## config.mk

```make
export PLATFORM = sky130hd
export DESIGN_NAME = interrupt_controller
export DESIGN_NICKNAME = d
export VERILOG_FILES = /design/src/rtl/intc_pkg.sv /design/src/rtl/irq_sync_edge.sv /design/src/rtl/interrupt_controller.sv
export SDC_FILE = /design/constraint.sdc
export NUM_CORES = 1
export LEC_CHECK = 0
export ABC_CLOCK_PERIOD_IN_PS = 3550
export BUFFER_PORTS_ARGS = -buffer_cell sky130_fd_sc_hd__buf_2
export CAP_MARGIN = 10
export CORE_ASPECT_RATIO = 2
export CORE_UTILIZATION = 40
export DETAILED_ROUTE_END_ITERATION = 8
export GPL_TIMING_DRIVEN = 1
export MAX_ROUTING_LAYER = met4
export PLACE_DENSITY = 0.65
export SLEW_MARGIN = 5
export SYNTH_ARGS = -nofsm -noshare
export SYNTH_HDL_FRONTEND = slang
export SYNTH_SLANG_ARGS = --single-unit
```

## constraint.sdc

```tcl
create_clock -name clock -period 3.55 [get_ports clock]
set_input_delay 0.5325 -clock clock [delete_from_list [all_inputs] [get_ports clock]]
set_output_delay 0.5325 -clock clock [all_outputs]
set_load 0.01 [all_outputs]
```

## src/rtl/intc_pkg.sv

```systemverilog
// Shared definitions for the Minisys-1A external interrupt controller.
package intc_pkg;

   localparam int unsigned MAX_IRQ = 8;
   localparam int unsigned ID_W    = 3;

   // Memory-mapped register selects
   localparam logic [1:0] REG_MASK    = 2'd0;
   localparam logic [1:0] REG_PENDING = 2'd1;
   localparam logic [1:0] REG_INSVC   = 2'd2;
   localparam logic [1:0] REG_ID      = 2'd3;

   typedef enum logic [1:0] {
      IDLE    = 2'd0,
      REQ     = 2'd1,
      SERVICE = 2'd2
   } intc_state_e;

   // Index of the lowest set bit; 0 when the vector is empty.
   function automatic logic [ID_W-1:0] lowest_set(input logic [MAX_IRQ-1:0] vec);
      logic [ID_W-1:0] idx;
      idx = '0;
      // Scan downwards so the lowest set bit is the last one written
      for (int i = MAX_IRQ - 1; i >= 0; i--) begin
         if (vec[i]) idx = ID_W'(i);
      end
      return idx;
   endfunction

endpackage

```

## src/rtl/irq_sync_edge.sv

```systemverilog
// Per-line 2-flop synchroniser followed by a rising-edge detector.
module irq_sync_edge #(
   parameter int unsigned WIDTH = 1
) (
   input  logic             clk_i,
   input  logic             rst_i,
   input  logic [WIDTH-1:0] irq_i,
   output logic [WIDTH-1:0] edge_o
);

   logic [WIDTH-1:0] meta_q;
   logic [WIDTH-1:0] sync_q;
   logic [WIDTH-1:0] sync_dly_q;

   // Synchroniser chain plus one delayed copy for edge detection
   always_ff @(posedge clk_i or posedge rst_i) begin
      if (rst_i) begin
         meta_q     <= '0;
         sync_q     <= '0;
         sync_dly_q <= '0;
      end else begin
         meta_q     <= irq_i;
         sync_q     <= meta_q;
         sync_dly_q <= sync_q;
      end
   end

   // A level held high produces a single one-cycle pulse
   assign edge_o = sync_q & ~sync_dly_q;

endmodule

```

## src/rtl/interrupt_controller.sv

```systemverilog
// Prioritised external interrupt request generator for CP0 with MMIO mask/pending state.
module interrupt_controller
   import intc_pkg::*;
#(
   parameter int unsigned NUM_IRQ = 6
) (
   input  logic               clock,
   input  logic               reset,
   input  logic [NUM_IRQ-1:0] irq_in,
   input  logic               int_ack,
   input  logic               eret,
   input  logic [1:0]         reg_sel,
   input  logic               reg_wen,
   input  logic [7:0]         reg_wdata,
   output logic [7:0]         reg_rdata,
   output logic               ExternalInterrupt,
   output logic [2:0]         int_id
);

   intc_state_e        state_q;
   logic               ext_q;
   logic [ID_W-1:0]    id_q;
   logic [NUM_IRQ-1:0] mask_q, mask_d;
   logic [NUM_IRQ-1:0] pend_q, pend_d;
   logic [NUM_IRQ-1:0] insvc_q;
   logic [NUM_IRQ-1:0] edge_det;
   logic [NUM_IRQ-1:0] eligible;
   logic [NUM_IRQ-1:0] sw_clr;
   logic [NUM_IRQ-1:0] ack_oh;
   logic [ID_W-1:0]    winner;
   logic               ack_fire;
   logic               unused_wdata;

   // Upper write-data bits are don't-care when fewer than 8 lines exist
   assign unused_wdata = ^reg_wdata;

   irq_sync_edge #(
      .WIDTH (NUM_IRQ)
   ) u_sync_edge (
      .clk_i  (clock),
      .rst_i  (reset),
      .irq_i  (irq_in),
      .edge_o (edge_det)
   );

   assign eligible = pend_q & mask_q;
   assign winner   = lowest_set(MAX_IRQ'(eligible));
   assign ack_fire = int_ack && (state_q == REQ);
   assign ack_oh   = ack_fire ? (NUM_IRQ'(1) << id_q) : '0;

   // Software writes and PENDING bookkeeping; a new edge beats any clear
   always_comb begin
      mask_d = mask_q;
      sw_clr = '0;
      if (reg_wen) begin
         case (reg_sel)
            REG_MASK:    mask_d = reg_wdata[NUM_IRQ-1:0];
            REG_PENDING: sw_clr = reg_wdata[NUM_IRQ-1:0];
            default:     ;
         endcase
      end
      pend_d = (pend_q & ~(sw_clr | ack_oh)) | edge_det;
   end

   // Mask and pending registers
   always_ff @(posedge clock or posedge reset) begin
      if (reset) begin
         mask_q <= '0;
         pend_q <= '0;
      end else begin
         mask_q <= mask_d;
         pend_q <= pend_d;
      end
   end

   // Request FSM with registered request, source id and in-service state
   always_ff @(posedge clock or posedge reset) begin
      if (reset) begin
         state_q <= IDLE;
         ext_q   <= 1'b0;
         id_q    <= '0;
         insvc_q <= '0;
      end else begin
         case (state_q)
            IDLE: begin
               if (eligible != '0) begin
                  id_q    <= winner;
                  ext_q   <= 1'b1;
                  state_q <= REQ;
               end
            end
            REQ: begin
               if (ack_fire) begin
                  insvc_q <= ack_oh;
                  ext_q   <= 1'b0;
                  state_q <= SERVICE;
               end else if (eligible == '0) begin
                  // Source masked or cleared by software before CP0 took it
                  ext_q   <= 1'b0;
                  state_q <= IDLE;
               end else begin
                  id_q <= winner;
               end
            end
            SERVICE: begin
               if (eret) begin
                  insvc_q <= '0;
                  state_q <= IDLE;
               end
            end
            default: begin
               ext_q   <= 1'b0;
               state_q <= IDLE;
            end
         endcase
      end
   end

   // Register read mux, zero-padded to the 8-bit bus
   always_comb begin
      reg_rdata = '0;
      case (reg_sel)
         REG_MASK:    reg_rdata[NUM_IRQ-1:0] = mask_q;
         REG_PENDING: reg_rdata[NUM_IRQ-1:0] = pend_q;
         REG_INSVC:   reg_rdata[NUM_IRQ-1:0] = insvc_q;
         default:     reg_rdata = {5'b0, id_q};
      endcase
   end

   assign ExternalInterrupt = ext_q;
   assign int_id            = id_q;

endmodule

```

# Word-level counts from Yosys, hierarchy flattened
# Index checks and enable logic that the tools add are counted.
[totals]
reg_bits = 42
output_inout_bits = 12
[op_classes]
shifts = 1
bitwise_logic = 8
n_eq_ne = 10
n_mux = 26
reduce_logical = 12
[op_table]
columns = ["operator", "n"]
rows = [
  ["two-way mux 6 bit", 5],
  ["two-way mux 3 bit", 9],
  ["bitwise AND 6 bit", 3],
  ["case mux 6 bit (3 select lines)", 1],
  ["NOT 6 bit", 2],
  ["bitwise OR 6 bit", 2],
  ["case mux 6 bit (2 select lines)", 1],
  ["inequality test 2 bit (second input constant)", 5],
  ["AND reduction 3 bit", 3],
  ["two-way mux 2 bit", 4],
  ["logical NOT 6 bit", 1],
  ["case mux 2 bit (3 select lines)", 1],
  ["case mux 3 bit (2 select lines)", 1],
  ["nonzero test 6 bit", 1],
  ["left shift 1 x 3 -> 6 bit (first input constant)", 1],
  ["== test 2 x 1 -> 1 bit (second input constant)", 2],
  ["== test 2 bit (second input constant)", 2],
  ["logical NOT 2 bit", 2],
  ["AND reduction 4 bit", 1],
  ["nonzero test 2 bit", 2],
  ["two-way mux 1 bit", 3],
  ["inequality test 3 x 2 -> 1 bit (second input constant)", 1],
  ["case mux 1 bit (3 select lines)", 1],
  ["AND reduction 2 bit", 1],
  ["other kinds (2)", 2],
]

# Logic depth before layout (Yosys ltp)
[depth]
depth_word = 10
mapped_depth = 6
ltp_nobuf = 4

# Cells and area by module
# A second synthesis with hierarchy kept.
[hier_totals]
hier_cells = 131
area_unflattened_um2 = 1764.2
[by_module_without_submodules]
columns = ["mod", "cells_per_inst", "area_per_inst_um2", "n_inst"]
rows = [
  ["interrupt_controller", 106, 1227.4, 1],
  ["irq_sync_edge", 25, 536.8, 1],
]

# Least setup slack after synthesis
# OpenSTA, ideal clock, no wires.
[synth_path]
kind = "input port to output port"
from = "input port reg_sel[0]"
to = "output port reg_rdata[0]"
setup_slack_ns = 1.744
t_required_ns = 3.017
n_path_buf = 1
arrival_ns = 1.274
stages = 2
path_cell_list = "buf_2 mux4_2"
[synth_via]
elab_chain_len = 2
word_cells_on_any_way = 4
classes_between = "eq/ne: 2; mux: 1; reduce/logical: 1"
[synth_rtl]
columns = ["item", "line", "source"]
rows = [
  ["start, declared", "interrupt_controller.sv:12", "input logic [1:0] reg_sel,"],
  ["== test 2 bit, or another cell as far along", "interrupt_controller.sv:122", "case (reg_sel)"],
  ["case mux 6 bit (3 select lines) (*)", "interrupt_controller.sv:122", ""],
  ["end, declared", "interrupt_controller.sv:15", "output logic [7:0] reg_rdata,"],
]
# Mark *: on every way between the ends. The rest lies on a longest branch, timed or not.

# Worst setup path in the final report
[layout_path]
from = "register id_q[1], in the netlist int_id[1]"
to = "output port reg_rdata[1]"
[layout_via]
elab_chain_len = 1
[layout_rtl]
columns = ["item", "line", "source"]
rows = [
  ["start, declared", "interrupt_controller.sv:22", "logic [ID_W-1:0] id_q;"],
  ["start signal, assigned", "interrupt_controller.sv:87", "id_q <= winner;"],
  ["start signal, assigned", "interrupt_controller.sv:102", "id_q <= winner;"],
  ["case mux 6 bit (3 select lines)", "interrupt_controller.sv:122", ""],
]
# Every way passes these cells.

==> flow_metrics.env <==
export IMPL_grt_pass1_vias=1148
export IMPL_drive_gt1_frac=0.299
export IMPL_hp_start="irq_in[2]"
export IMPL_portBuffers=28
export IMPL_hold_viol=0
export IMPL_yosys_top_cells_area="dfrtp_1 (62%), nand2_1 (5.1%), mux2_2 (4.0%)"
export IMPL_hold_class="in2reg"
export IMPL_rows=33
export IMPL_synth_edf_count=0
export IMPL_cts_hold_buf=0
export IMPL_cap_violations=0
export IMPL_drtIter0Drc=12
export IMPL_numCtsBuffers=5
export IMPL_fin_crit_sh=0.553
export IMPL_dp_hpwl_um=2490
export IMPL_setup_violations=0
export IMPL_overflow=0
export IMPL_syn_cell_area_um2=1700
export IMPL_peakVddDrop_v=0.000455
export IMPL_n_antenna_cell=0
export IMPL_syn2layout_area_growth_pct=17.2
export IMPL_via_per_inst=5.29
export IMPL_ctsResizeCount=0
export IMPL_grtUsageTotal=0.171
export IMPL_drcViolationCount=0
export IMPL_syn_area_per_cell_um2=12.7
export IMPL_synth_cell_types=35
export IMPL_grt_pass1_wl_um=5220
export IMPL_clk_latency_ps=290
export IMPL_first_pass_iters=4
export IMPL_final_common_cell="dfrtp_1"
export IMPL_die_w_um=48.2
export IMPL_postRouteWirelength_um=3310
export IMPL_max_slew_margin_rel=0.608
export IMPL_crit_arrival_ps=1430
export IMPL_finClkSkew_ps=6.69
export IMPL_synth_top_cell_by_area="dfrtp_1"
export IMPL_status="finished, final reports clean"
export IMPL_die_area_um2=4540
export IMPL_synthFlopType="dfrtp_1"
export IMPL_ys_warn_count=0
export IMPL_io_pin_count=33
export IMPL_worst_slack_ps=1590
export IMPL_die_y_um=94.3
export IMPL_netlist_instances=134
export IMPL_ys_ff_latch=42
export IMPL_htreeDepth=2
export IMPL_grt_max_degree=43
export IMPL_fin_setup_tns_ps=0
export IMPL_p_leak_uw=0.000951
export IMPL_clk_pin_slew_ps=80
export IMPL_rrSetupSlack_ps=2040
export IMPL_synth_top_cell_area_share=0.617
export IMPL_antenna_found_initial=0
export IMPL_cts_root_buf="clkbuf_8"
export IMPL_start_util=0.417
export IMPL_core_area_um2=4090
export IMPL_dp_slack_ps=1590
export IMPL_critPathLaunch="int_id[1]"
export IMPL_fin_crit_ps=1960
export IMPL_start_kind="flip-flop"
export IMPL_drv_slew=0
export IMPL_fin_cells=219
export IMPL_reg2reg_depth=4
export IMPL_holdPathEnd="u_sync_edge.meta_q[2]"
export IMPL_cts_tree="done"
export IMPL_post_cts_setup_buffers=0
export IMPL_hold_slack_ps=342
export IMPL_antenna_left=0
export IMPL_crit_required_ps=3020
export IMPL_rsz0062_at_grt="false"
export IMPL_tightest_slew_ps=586
export IMPL_r2r_start="mask_q[3]"
export IMPL_path_class="reg2out"
export IMPL_finalWeightedCongestion=0.852
export IMPL_total_power_uw=1410
export IMPL_cts_buffer_depth=2
export IMPL_final_cell_mix="dfrtp_1 (42), buf_2 (28), nand2_1 (23), inv_1 (9), mux2_2 (6)"
export IMPL_powerDensity_nw_per_um2=708
export IMPL_path_max_fanout=9
export IMPL_r2r_end="int_id[1]"
export IMPL_numClockSinks=42
export IMPL_avgRoutedWirePerCell_um=15.1
export IMPL_async_reset_ff_frac=1.00
export IMPL_endpoint_kind="output port"
export IMPL_dp_cells=211
export IMPL_yosysSeqAreaShare=0.617
export IMPL_dr_total_vias=1159
export IMPL_clock_fmax_mhz=509
export IMPL_finalNetCount=187
export IMPL_hold_path_depth=1
[area by class of cell]
cell class	count	area (µm²)
Fill cell	368	2090
Sequential cell	42	1050
Multi-Input combinational cell	79	593
Timing Repair Buffer	29	148
Clock buffer	7	76.3
Tap cell	52	65.1
Inverter	9	33.8
Clock inverter	1	30.0
[report_power, final]
part | internal [µW] | switching (µW)
registers | 582 | 111
clock network | 210 | 148
logic | 187 | 175
[per-stage QoR]
stage | util | instance area [µm²]
finish | 0.489 | 2000
global route | 0.489 | 2000
floorplan | - | 1710
detailed placement | 0.463 | 1890
CTS | 0.489 | 2000
global placement | 0.463 | 1890
[cells by family (layout without fill, tap and decap cells)]
family,after synthesis,after routing,synth area share
buffers and inverters,14,46,0.0374
flip-flops,42,42,0.617
multiplexers,14,14,0.115
other,1,2,0.00220
AO/OA/AOI/OAI,24,24,0.106
AND/OR/NAND/NOR,39,39,0.123
[state kept, by name, indices dropped and copies added (netlist names)]
register                flops
ExternalInterrupt           1
insvc_q                     6
int_id                      3
mask_q                      6
pend_q                      6
state_q                     2
u_sync_edge.meta_q          6
u_sync_edge.sync_dly_q      6
u_sync_edge.sync_q          6
[per-layer routing]
| metal | track usage | up-vias | part of all wire |
|---|---|---|---|
| met5 | - | - | 0 |
| met4 | 0.0856 | 0 | 0.023 |
| met3 | 0.0346 | 7 | 0.029 |
| met2 | 0.274 | 27 | 0.56 |
| met1 | 0.190 | 591 | 0.39 |
| li1 | - | 534 | - |
[Yosys cell counts, drive strengths merged, types with 2 or more instances]
master  instances
dfrtp          42
nand2          23
inv             9
mux2            8
a32o            5
buf             5
o21ai           5
a21oi           3
mux2i           3
mux4            3
nand3b          3
nor2            3
nor3b           3
a22o            2
a22oi           2
and3b           2
nor2b           2
[worst max-delay path: stages, from the launching register on]
cell	delay, ps
dfrtp_1	490
mux4_2	500
buf_2	150
[worst max-delay path by stage]
stage,end,slack [ps],cells past startpoint
after floorplan,reg_rdata[0],1740,2
after global placement,reg_rdata[0],1600,3
after detailed placement,reg_rdata[1],1590,3
after CTS,reg_rdata[1],1570,2
after global routing,reg_rdata[1],1540,2
final,reg_rdata[1],1590,2
No activity file was read; power rests on OpenSTA's default activity.
